==> config.mk <==
export PLATFORM = sky130hd
export DESIGN_NAME = branch_seq
export DESIGN_NICKNAME = d
export VERILOG_FILES = /design/src/rtl/branch_seq.sv
export SDC_FILE = /design/constraint.sdc
export NUM_CORES = 1
export LEC_CHECK = 0
export ABC_AREA = 1
export CORE_MARGIN = 2
export CORE_UTILIZATION = 45
export CTS_CLUSTER_DIAMETER = 40
export CTS_CLUSTER_SIZE = 12
export DETAILED_ROUTE_END_ITERATION = 8
export PLACE_DENSITY = 0.74
export SYNTH_ARGS = -nofsm -noshare
export SYNTH_HDL_FRONTEND = slang
export SYNTH_SLANG_ARGS = --single-unit
==> constraint.sdc <==
create_clock -name i_clk -period 1.5 [get_ports i_clk]
set_input_delay 0.375 -clock i_clk [delete_from_list [all_inputs] [get_ports i_clk]]
set_output_delay 0.375 -clock i_clk [all_outputs]
set_load 0.02 [all_outputs]
==> src/rtl/branch_seq.sv <==
// branch_seq: multicycle sequencer for BEQ/BNE/BLE/BGT.
// Computes the target, waits for the ALU flags, resolves and commits the PC.
//
// Ports:
//   i_clk, i_reset      clock, synchronous active-high reset
//   i_start, i_br_op    branch request and branch kind (sampled in IDLE)
//   i_cond_true         result from the branch-condition unit
//   o_alu_op            000 idle, 001 add, 010 sub
//   o_alu_src_a/_b      ALU operand mux selects
//   o_alu_out_write     ALUOut load enable
//   o_uc_control/_op    condition-unit enable and latched operation
//   o_pc_write/_src     PC load strobe and ALUOut source select
//   o_busy, o_done      ownership flag and one-cycle completion pulse
//   o_taken             outcome of the last branch
//   o_taken_count       saturating count of taken branches
module branch_seq #(
    parameter int FLAG_WAIT = 1,
    parameter int CNT_W     = 16
) (
    input  logic             i_clk,
    input  logic             i_reset,
    input  logic             i_start,
    input  logic [1:0]       i_br_op,
    input  logic             i_cond_true,
    output logic [2:0]       o_alu_op,
    output logic             o_alu_src_a,
    output logic [1:0]       o_alu_src_b,
    output logic             o_alu_out_write,
    output logic             o_uc_control,
    output logic [1:0]       o_uc_op,
    output logic             o_pc_write,
    output logic             o_pc_src,
    output logic             o_busy,
    output logic             o_done,
    output logic             o_taken,
    output logic [CNT_W-1:0] o_taken_count
);

    // A zero wait would skip the flag-settling cycle entirely, so clamp to 1.
    localparam int WAIT_N = (FLAG_WAIT < 1) ? 1 : FLAG_WAIT;
    localparam int WC_W   = (WAIT_N > 1) ? $clog2(WAIT_N) : 1;

    localparam logic [WC_W-1:0]  WC_LOAD = WC_W'(WAIT_N - 1);
    localparam logic [WC_W-1:0]  WC_ONE  = WC_W'(1);
    localparam logic [CNT_W-1:0] CNT_ONE = CNT_W'(1);
    localparam logic [CNT_W-1:0] CNT_MAX = '1;

    typedef enum logic [1:0] {
        S_IDLE    = 2'd0,
        S_TARGET  = 2'd1,
        S_COMPARE = 2'd2,
        S_RESOLVE = 2'd3
    } state_t;

    state_t           r_state;
    state_t           w_next;
    logic [1:0]       r_op;
    logic             r_taken;
    logic [WC_W-1:0]  r_wait;
    logic [CNT_W-1:0] r_count;
    logic             w_wait_zero;

    assign w_wait_zero = (r_wait == '0);

    always_ff @(posedge i_clk) begin
        if (i_reset) begin
            r_state <= S_IDLE;
            r_op    <= 2'b00;
            r_taken <= 1'b0;
            r_wait  <= '0;
            r_count <= '0;
        end else begin
            r_state <= w_next;
            unique case (r_state)
                S_IDLE: begin
                    if (i_start) begin
                        r_op    <= i_br_op;
                        r_taken <= 1'b0;
                    end
                end
                S_TARGET: begin
                    r_wait <= WC_LOAD;
                end
                S_COMPARE: begin
                    if (w_wait_zero) begin
                        r_taken <= i_cond_true;
                    end else begin
                        r_wait <= r_wait - WC_ONE;
                    end
                end
                S_RESOLVE: begin
                    if (r_taken && (r_count != CNT_MAX)) begin
                        r_count <= r_count + CNT_ONE;
                    end
                end
                default: ;
            endcase
        end
    end

    always_comb begin
        w_next = r_state;
        unique case (r_state)
            S_IDLE:    if (i_start) w_next = S_TARGET;
            S_TARGET:  w_next = S_COMPARE;
            S_COMPARE: if (w_wait_zero) w_next = S_RESOLVE;
            S_RESOLVE: w_next = S_IDLE;
            default:   w_next = S_IDLE;
        endcase
    end

    // Outputs depend only on registered state, never on the raw inputs.
    always_comb begin
        o_alu_op        = 3'b000;
        o_alu_src_a     = 1'b0;
        o_alu_src_b     = 2'b00;
        o_alu_out_write = 1'b0;
        o_uc_control    = 1'b0;
        o_uc_op         = r_op;
        o_pc_write      = 1'b0;
        o_pc_src        = 1'b0;
        o_busy          = 1'b0;
        o_done          = 1'b0;
        unique case (r_state)
            S_IDLE: ;
            S_TARGET: begin
                o_alu_src_a     = 1'b0;
                o_alu_src_b     = 2'b10;
                o_alu_op        = 3'b001;
                o_alu_out_write = 1'b1;
                o_busy          = 1'b1;
            end
            S_COMPARE: begin
                o_alu_src_a  = 1'b1;
                o_alu_src_b  = 2'b00;
                o_alu_op     = 3'b010;
                o_uc_control = w_wait_zero;
                o_busy       = 1'b1;
            end
            S_RESOLVE: begin
                o_pc_src   = 1'b1;
                o_pc_write = r_taken;
                o_done     = 1'b1;
                o_busy     = 1'b1;
            end
            default: ;
        endcase
    end

    assign o_taken       = r_taken;
    assign o_taken_count = r_count;

endmodule

# Yosys cells after proc, flatten, opt, wreduce, memory -nomap -nowiden
# Index checks and enable logic that the tools add are counted.
# word_totals
reg_bits	22
latchBits	0
ram_bits	0
romBits	0
out_inout_bits	31
wordCells	39
mem_count	0
# classes
addsub	2
mul	0
div_mod_pow	0
magnitude_cmp	0
n_eq_ne	6
n_shift	0
mux	16
bitwise	1
reduce_logical	9
# op_table
operator	count
$add A16 B1 Y16 const B	1
$ne A16 B16 Y1 const B	1
$mux W1	9
$pmux W2 S4	1
$mux W2	3
$reduce_and A2 Y1	3
$eq A2 B2 Y1 const B	2
$ne A2 B2 Y1 const B	2
$pmux W1 S2	2
$pmux W2 S2	1
$reduce_bool A2 Y1	2
$reduce_and A3 Y1	1
$reduce_or A3 Y1	1
$eq A2 B1 Y1 const B	1
$logic_not A2 Y1	1
$logic_and A1 B1 Y1	1
$not A1 Y1	1
$sub A1 B1 Y1 const B	1

# Logic depth before layout (Yosys ltp)
# Gate-level depths: netlist of run 1.
# logic_depth
word_depth	3
mapped_depth	10
mapped_depth_nobuf	9

# Least setup slack after synthesis of run 1
# OpenSTA, ideal clock, no wires.
# synth_timing
kind	register -> register
startpoint	register r_state[0]
endpoint	register r_count[4], in the netlist o_taken_count[4]
arrival_time_ns	1.469
setup_slack_ns	-0.084
path_stages_with_launch	10
n_path_buf	1
cell_sequence	dfxtp_1 ha_1 nand2_1 inv_1 nand2_2 nand2_4 buf_6 nand3_1 nand2_1 nor2_1
# synth_via
elab_chain_cells	2
# synth_lines
element	line	rtl
from (decl)	55	state_t r_state;
from (signal assigned)	73	r_state <= w_next;
$eq A2 B2 Y1	74	unique case (r_state)
$reduce_and A2 Y1 (no line)	-	
to (signal assigned)	93	r_count <= r_count + CNT_ONE;
to (decl)	60	logic [CNT_W-1:0] r_count;
# No other way between the ends.
# A chain may end at the register's enable or synchronous reset.

# Worst setup path in the final report of run 1
# layout_timing
startpoint	register r_state[1]
endpoint	output port o_busy
# layout_via
elab_chain_cells	3
elab_cells_between_ends	5
classes_between	eq/ne: 3; mux: 1; reduce/logical: 1
# layout_lines
element	line	rtl
$eq A2 B2 Y1 / $eq A2 B1 Y1 (equally long branches)	124	unique case (r_state)
$reduce_or A3 Y1 (no line) *	-	
$mux W1 *	124	
to (decl)	33	output logic o_busy,
# Every way passes the cells marked *; elsewhere a longest branch is shown, timed or not.

==> results of run 1 <==
-- report_power, final --
group          switching, W  total [W]  internal (W)  leakage [nW]
logic              0.000457   0.000871      0.000415         0.607
registers         0.0000636   0.000681      0.000617         0.174
clock network      0.000174   0.000278      0.000104        0.0150
-- registers in the layout, summed over array words and instances (netlist names) --
| name | count |
|---|---|
| o_taken | 1 |
| o_taken_count | 16 |
| r_state | 2 |
| o_uc_op | 2 |
-- cells in the final DEF (no fill, tap or decap), drive strengths merged --
| cell | count |
|---|---|
| nand2 | 43 |
| nor2 | 36 |
| buf | 23 |
| dfxtp | 21 |
| inv | 19 |
| nand3 | 15 |
| a21oi | 14 |
| dlygate4sd2 | 13 |
| ha | 6 |
| clkdlybuf4s50 | 5 |
| clkdlybuf4s15 | 5 |
| clkbuf | 5 |
| o21ai | 4 |
| nand4 | 2 |
| conb | 2 |
| xor2 | 1 |
| o211ai | 1 |
| nor3 | 1 |
| a211oi | 1 |
| and3 | 1 |
-- critical path, stage by stage (launching register included) --
cell and delay [ns]:
dfxtp_4 0.41, inv_4 0.06, ha_4 0.16, inv_4 0.06
buf_6 0.11
-- kinds of logic (layout without fill, tap and decap cells) --
group / count (synthesis) / after routing / synth area share [%]
buffers and inverters: 29 / 70 / 13.0
other: 1 / 2 / 0.310
adders and majority gates: 6 / 6 / 6.20
AOI/OAI and AO/OA: 20 / 20 / 8.68
xor gates and xnor gates: 1 / 1 / 0.723
DFF: 21 / 21 / 34.7
and+or+nand+nor: 97 / 98 / 36.4
-- final cells by class --
class	instances	area (um2)
flip-flops and latches	21	437
multi-input cells	127	737
repair buffers	47	425
clock buffers	4	26.3
fillers	218	781
well taps	30	37.5
inverters	19	78.8
-- through the flow --
step | setup TNS [ns] | setup slack, ns
final | 0 | 0.0154
after global routing | -0.0928 | -0.0336
after CTS | -0.403 | -0.152
after detailed placement | -1.49 | -0.251
after global placement | -1.20 | -0.194
after floorplan | 0 | 0.0212
-- per-layer routing --
metal,part of all wire (%),vias up,GRT usage (%)
met5,0,-,0
met4,0.69,0,4.08
met3,4.6,2,3.26
met2,52,25,33.8
met1,43,557,21.6
li1,-,632,-
-- worst min path at each step --
stage                     from               end  slack, ns  cells past startpoint
global route        o_uc_op[1]        o_uc_op[1]       0.53                      2
CTS                 o_uc_op[0]        o_uc_op[0]       0.50                      2
floorplan              i_reset  o_taken_count[0]       0.44                      1
global placement    o_uc_op[1]        o_uc_op[1]       0.47                      2
finish              o_uc_op[0]        o_uc_op[0]       0.50                      2
detailed placement  o_uc_op[0]        o_uc_op[0]       0.48                      2
-- repair_timing --
action                                  in CTS  in global routing
cloned                                       0                  1
gates resized for setup                     70                 45
setup buffers                                0                  2
pin swaps                                    0                  4
endpoints found under the setup margin      29                 31
hold buffers                                 0                  0
==> impl_metrics.json, run 1 <==
{
  "worstSetupEndpoint": "o_busy",
  "clk_pin_slew_ns": 0.12,
  "hold_viol": 0,
  "tritoncts": "built",
  "r2r-end": "o_taken_count[7]",
  "finalWirelength_um": 3040,
  "ant_nets": 0,
  "fmax_mhz": 674,
  "synth_common_cells": "38 x nand2_1, 35 x nor2_1, 21 x dfxtp_1",
  "cp-end-kind": "primary output",
  "die_area_um2": 3120,
  "drt-pass1-iter-count": 4,
  "grt_antenna_before_repair": 0,
  "hold_slack_ns": 0.498,
  "syn_to_final_growth_pct": 43.8,
  "power.density_nw_per_um2": 1050,
  "setup_viol": 0,
  "grt_pass1_wl_um": 4730,
  "cap_viol_max_count": 0,
  "cp-startpoint": "r_state[1]",
  "place.gp.congestion": 0.824,
  "synth_top_area_share_pct": 34.7,
  "yosysUniqueCellTypes": 23,
  "diodes": 0,
  "clk_latency_ns": 0.30,
  "cts_root_buf": "clkbuf_4",
  "numCtsBuffers": 3,
  "grt_usage_pct": 18.2,
  "period_needed_ns": 1.48,
  "final-max-slew-violation-count": 0,
  "critical_path_peak_fanout": 4,
  "synth-main-ff-cell": "dfxtp_1",
  "synth_edf_count": 0,
  "row_count": 18,
  "ys_ff_latch": 21,
  "reg2reg_from": "o_taken_count[1]",
  "num_io_pins": 37,
  "place_area_um2": 1590,
  "cts_buffer_depth": 2,
  "first_iter_violations": 22,
  "h-tree-depth": 1,
  "yosysTopAreaCell": "dfxtp_1",
  "hpwl_um": 2140,
  "vias": 1216,
  "via_per_inst": 4.90,
  "finalNetCount": 231,
  "first_global_vias": 1169,
  "syn_area_per_cell_um2": 6.92,
  "clkSinkCount": 21,
  "vdd_drop_max_mv": 1.14,
  "status": "finished clean",
  "clock_skew_ns": 0.00351,
  "reg2regPathDepth": 8,
  "synth-seq-area-share_pct": 34.7,
  "yosys-top-cells-area": "dfxtp_1 35%, nand2_1 12%, nor2_1 11%, ha_1 6.2%, a21oi_1 5.8%",
  "routedWlPerCell_um": 12.2,
  "synth_most_common_cell": "nand2_1",
  "fin_area_um2": 1740,
  "post-route-util_pct": 69.0,
  "cp.arrival_ns": 1.11,
  "worst-r2r-setup-slack_ns": 0.10,
  "core_um2": 2520,
  "yosysWarningCount": 0,
  "layout-drive-gt1-share_pct": 27.1,
  "cp-start-kind": "register",
  "rsz0062_at_grt": "true",
  "synth_cells": 175,
  "power_w": 0.00183,
  "hp-class": "reg -> reg",
  "remaining_drc_errors": 0,
  "critPathRequiredTime_ns": 1.12,
  "port_buffers": 34,
  "synth_area_um2": 1210,
  "start_util_pct": 48.0,
  "die_h_um": 55.9,
  "dp.cells": 241,
  "min_period_over_period_pct": 99.0,
  "grt-ovfl-total": 0,
  "async_flop_share_pct": 0,
  "grt_max_degree": 23,
  "fp.dieW_um": 55.9,
  "p_leak_nw": 0.796,
  "fin_cells": 248,
  "worstSetupPathType": "reg -> out"
}
No activity file was read; power rests on OpenSTA's default activity.
==> inputs of run 2 (changes only) <==
CORE_MARGIN = default   (was 2)
SKIP_CTS_REPAIR_TIMING = 1   (was default)
==> impl_metrics.json, run 2 (synthesis results as in run 1) <==
{
  "layout_commonest_cell": "nand2_1",
  "fp.dieW_um": 53.9,
  "diodes": 0,
  "grt_usage_pct": 19.0,
  "tritoncts": "built",
  "place.gp.congestion": 0.826,
  "cts_root_buf": "clkbuf_4",
  "hold_slack_ns": 0.493,
  "die_h_um": 53.9,
  "grt_max_degree": 23,
  "finalNetCount": 231,
  "clkPwrFrac_pct": 14.7,
  "r2r-end": "o_taken_count[14]",
  "worstSetupPathType": "reg -> out",
  "critPathRequiredTime_ns": 1.12,
  "violations": "negative setup slack",
  "clk_pin_slew_ns": 0.11,
  "tns_ns": -0.000504,
  "rsz0062_at_grt": "true",
  "die_area_um2": 2900,
  "finalWirelength_um": 2940,
  "num_io_pins": 37,
  "port_buffers": 34,
  "h-tree-depth": 1,
  "grt-ovfl-total": 0,
  "cp-end-kind": "primary output",
  "grt_pass1_wl_um": 4010,
  "grt-busiest-layer": "met2",
  "ant_nets": 0,
  "min_period_over_period_pct": 100,
  "whs_path_depth": 2,
  "vdd_drop_max_mv": 0.969,
  "power_frac_seq_pct": 37.7,
  "min_from": "o_uc_op[1]",
  "vias": 1250,
  "hold_viol": 0,
  "final_cell_mix": "36 x nand2_1, 33 x nor2_1, 21 x dlymetal6s2s_1",
  "power.density_nw_per_um2": 1010,
  "holdPathEnd": "o_uc_op[1]",
  "syn_to_final_growth_pct": 47.9,
  "switching_share_pct": 37.2,
  "p_comb_share_pct": 47.6,
  "first_iter_violations": 19,
  "p_leak_nw": 1.10,
  "layout-drive-gt1-share_pct": 25.2,
  "worst-r2r-setup-slack_ns": 0.08,
  "clkSinkCount": 21,
  "row_count": 18,
  "grt_antenna_before_repair": 0,
  "cap_viol_max_count": 0,
  "fmax_mhz": 666,
  "hpwl_um": 2100,
  "via_per_inst": 5.04,
  "largest_register_ffs": 16,
  "cp.arrival_ns": 1.13,
  "clk_latency_ns": 0.30,
  "core_um2": 2500,
  "hp-class": "reg -> reg",
  "routedWlPerCell_um": 11.9,
  "cts_buffer_depth": 2,
  "remaining_drc_errors": 0,
  "p_int_w": 0.00113,
  "met3_usage_pct": 2.82,
  "first_global_vias": 1011,
  "reg2reg_from": "r_state[1]",
  "critical_path_peak_fanout": 6,
  "clock_skew_ns": 0.000886,
  "status": "finished with violations",
  "start_util_pct": 48.4,
  "setup_viol": 1,
  "drt-pass1-iter-count": 4,
  "met1_usage_pct": 22.4,
  "switching_power_w": 0.000673,
  "fin_ws_ns": -0.000504,
  "final-max-slew-violation-count": 0,
  "cp-start-kind": "register",
  "period_needed_ns": 1.50,
  "reg2regPathDepth": 9,
  "grt_use_met2_pct": 34.6,
  "numCtsBuffers": 3
}
## run 2: layout make-up
type,count,area [um2]
Clock buffer,4,26.3
Fill cell,199,708
Inverter,19,76.3
Multi-Input combinational cell,127,728
Sequential cell,21,433
Tap cell,30,37.5
Timing Repair Buffer,47,490
## run 2: power by group through the flow
stage	registers [W]	logic (W)	clock network [W]
after floorplan	0.000669	0.000431	0
after global placement	0.000645	0.000724	0
after detailed placement	0.000650	0.000745	0
after CTS	0.000637	0.000749	0.000276
after global routing	0.000689	0.000910	0.000303
final	0.000682	0.000860	0.000265
## run 2: through the flow
step	util [%]	total power, W	instance area, um2	setup WS, ns	instances
3_3_place_gp	64.3	0.00137	1610	-0.152	243
2_1_floorplan	-	0.00110	1220	0.0212	176
4_1_cts	65.3	0.00166	1630	-0.578	247
6_report	71.7	0.00181	1790	-0.000504	248
3_5_place_dp	64.3	0.00140	1610	-0.232	243
5_1_grt	71.7	0.00190	1790	-0.0436	248
## run 2: worst max path at each step
stage | from | end | slack, ns | cells past startpoint
after floorplan | r_state[0] | o_taken_count[4] | 0.02 | 9
after global placement | r_state[0] | o_alu_src_a | -0.15 | 3
after detailed placement | r_state[0] | o_uc_control | -0.23 | 3
after CTS | r_state[0] | o_uc_control | -0.58 | 3
after global routing | r_state[1] | o_pc_write | -0.04 | 4
final | r_state[0] | o_uc_control | -0.0005 | 3
## run 2: per-layer routing
metal / share of wire (%) / vias up
met3: 4.9 / 8
met2: 52 / 40
met5: 0 / -
met1: 41 / 569
li1: - / 633
met4: 2.4 / 0
## run 2: worst max-delay path: stages (launching register included)
cell and delay (ns):
dfxtp_4 0.39, inv_4 0.08, ha_4 0.17, buf_2 0.19
==> inputs of run 3 (changes only) <==
ABC_AREA = default   (was 1)
==> impl_metrics.json, run 3 <==
{
  "status": "finished with violations",
  "violations": "negative setup slack",
  "hold_viol": 0,
  "place.gp.congestion": 0.821,
  "fin_cells": 242,
  "synth-seq-area-share_pct": 34.4,
  "grt_antenna_before_repair": 0,
  "syn_area_per_cell_um2": 8.50,
  "reg2reg_from": "r_state[0]",
  "synth_area_um2": 1220,
  "p_leak_nw": 1.21,
  "largest_register_ffs": 16,
  "cp-start-kind": "register",
  "min_period_over_period_pct": 109,
  "fp.dieW_um": 54.1,
  "synth_common_cells": "21 x dfxtp_1, 12 x a21oi_1, 10 x nor2_1",
  "min_from": "o_uc_op[0]",
  "worstSetupPathType": "reg -> reg",
  "synth_most_common_cell": "dfxtp_1",
  "clkSinkCount": 21,
  "yosysWarningCount": 0,
  "numCtsBuffers": 3,
  "clk_latency_ns": 0.32,
  "vdd_drop_max_mv": 0.998,
  "vias": 1443,
  "tritoncts": "built",
  "worst-r2r-setup-slack_ns": -0.14,
  "row_count": 18,
  "ys_ff_latch": 21,
  "yosysUniqueCellTypes": 36,
  "reg2regPathDepth": 5,
  "die_area_um2": 2930,
  "cap_viol_max_count": 0,
  "synth_top_area_share_pct": 34.4,
  "fmax_mhz": 610,
  "grt_usage_pct": 25.1,
  "synth_cells": 144,
  "critPathRequiredTime_ns": 1.75,
  "routedWlPerCell_um": 17.9,
  "num_io_pins": 37,
  "grt_max_degree": 15,
  "clock_skew_ns": 0.00232,
  "synth-main-ff-cell": "dfxtp_1",
  "cts_buffer_depth": 2,
  "h-tree-depth": 1,
  "async_flop_share_pct": 0,
  "place_area_um2": 1820,
  "wl_met3_um": 214,
  "dp.cells": 229,
  "core_um2": 2520,
  "holdPathEnd": "o_uc_op[0]",
  "yosysTopAreaCell": "dfxtp_1",
  "wl_met1_um": 1880,
  "final_cell_mix": "40 x buf_4, 19 x dlymetal6s2s_1, 12 x buf_6",
  "layout_commonest_cell": "buf_4",
  "grt-ovfl-total": 0,
  "power.density_nw_per_um2": 898,
  "die_h_um": 54.1,
  "port_buffers": 34,
  "r2r-end": "o_taken_count[6]",
  "rsz0062_at_grt": "true",
  "period_needed_ns": 1.64,
  "critical_path_peak_fanout": 6,
  "fin_ws_ns": -0.139,
  "cp.arrival_ns": 1.88,
  "layout-drive-gt1-share_pct": 47.6,
  "diodes": 0,
  "setup_viol": 18,
  "via_per_inst": 5.96,
  "fillerInstances": 144,
  "ant_nets": 0,
  "post-route-util_pct": 84.1,
  "cts_root_buf": "clkbuf_4",
  "clk_pin_slew_ns": 0.13,
  "grt_pass1_wl_um": 5420,
  "wl_met2_um": 2150,
  "hp-class": "reg -> reg",
  "remaining_drc_errors": 0,
  "start_util_pct": 48.5,
  "synth_edf_count": 0,
  "first_iter_violations": 47,
  "whs_path_depth": 2,
  "topRoutingLayerUsed": "met4",
  "fin_area_um2": 2120,
  "syn_to_final_growth_pct": 73.3,
  "final-max-slew-violation-count": 0,
  "finalNetCount": 225,
  "first_global_vias": 1275,
  "yosys-top-cells-area": "dfxtp_1 34%, ha_1 6.1%, a21oi_1 4.9%, buf_4 4.3%, nand3_1 3.7%",
  "drt-pass1-iter-count": 4,
  "hpwl_um": 2550,
  "finalWirelength_um": 4330,
  "cp-end-kind": "register"
}
==> run 3: cell types whose count changed after synthesis, moves of 4 or more <==
cell,previous run,this run
nand3_2,5,0
nor2_1,35,10
or4_1,0,6
a31oi_1,0,6
inv_1,18,6
nand2_1,38,7
nand4_1,2,6
o31ai_1,0,5
==> run 3: critical path: stages (launching register included) <==
cell,delay (ns)
dfxtp_4,0.41
ha_4,0.18
and3_4,0.21
nand2_4,0.08
or4_1,0.50
a21oi_1,0.18
==> run 3: through the flow <==
| step | hold slack (ns) | worst slack (ns) | TNS (ns) | power (W) |
|---|---|---|---|---|
| 4_1_cts | 0.472 | -0.557 | -9.93 | 0.00166 |
| 5_1_grt | 0.497 | -0.219 | -1.93 | 0.00200 |
| 2_1_floorplan | 0.512 | -0.0595 | -0.246 | 0.00107 |
| 3_5_place_dp | 0.454 | -0.190 | -1.85 | 0.00137 |
| 6_report | 0.466 | -0.139 | -0.782 | 0.00190 |
| 3_3_place_gp | 0.444 | -0.142 | -1.36 | 0.00134 |
==> run 3: cell type report <==
| cell class | count | area [um2] | share of cell area, % |
|---|---|---|---|
| Inverter | 6 | 25.0 | 1.18 |
| Clock buffer | 3 | 22.5 | 1.06 |
| Timing Repair Buffer | 76 | 723 | 34.1 |
| Multi-Input combinational cell | 105 | 857 | 40.4 |
| Sequential cell | 21 | 450 | 21.2 |
| Clock inverter | 1 | 5.00 | 0.236 |
| Tap cell | 30 | 37.5 | 1.77 |
==> run 3: layer usage <==
metal	vias up	global-route usage [%]
met1	695	30.1
met2	66	44.5
met3	9	3.67
li1	673	-
met5	-	0
met4	0	9.40
==> run 3: worst max path at each step <==
stage | startpoint | endpoint | depth (start not counted)
after floorplan | r_state[0] | o_taken_count[13] | 6
after global placement | r_state[0] | o_busy | 4
after detailed placement | r_state[0] | o_alu_src_a | 3
after CTS | r_state[0] | o_alu_src_a | 3
after global routing | r_state[0] | o_taken_count[13] | 5
final | r_state[0] | o_taken_count[6] | 5
==> run 3: kinds of logic after synthesis <==
group / after synthesis / synth area share [%]
compound gates: 37 / 19.0
mux: 2 / 1.84
buf+inv: 19 / 9.30
other cells: 1 / 0.306
fa+ha+maj: 6 / 6.13
flops: 21 / 34.4
simple gates: 58 / 29.0
==> run 3: where the power goes <==
part | total, W | switching, W | internal, W | leakage, nW
Sequential | 0.000654 | 0.0000532 | 0.000601 | 0.177
Combinational | 0.000955 | 0.000475 | 0.000480 | 1.01
Clock | 0.000294 | 0.000194 | 0.000100 | 0.0177
Total | 0.00190 | 0.000722 | 0.00118 | 1.21
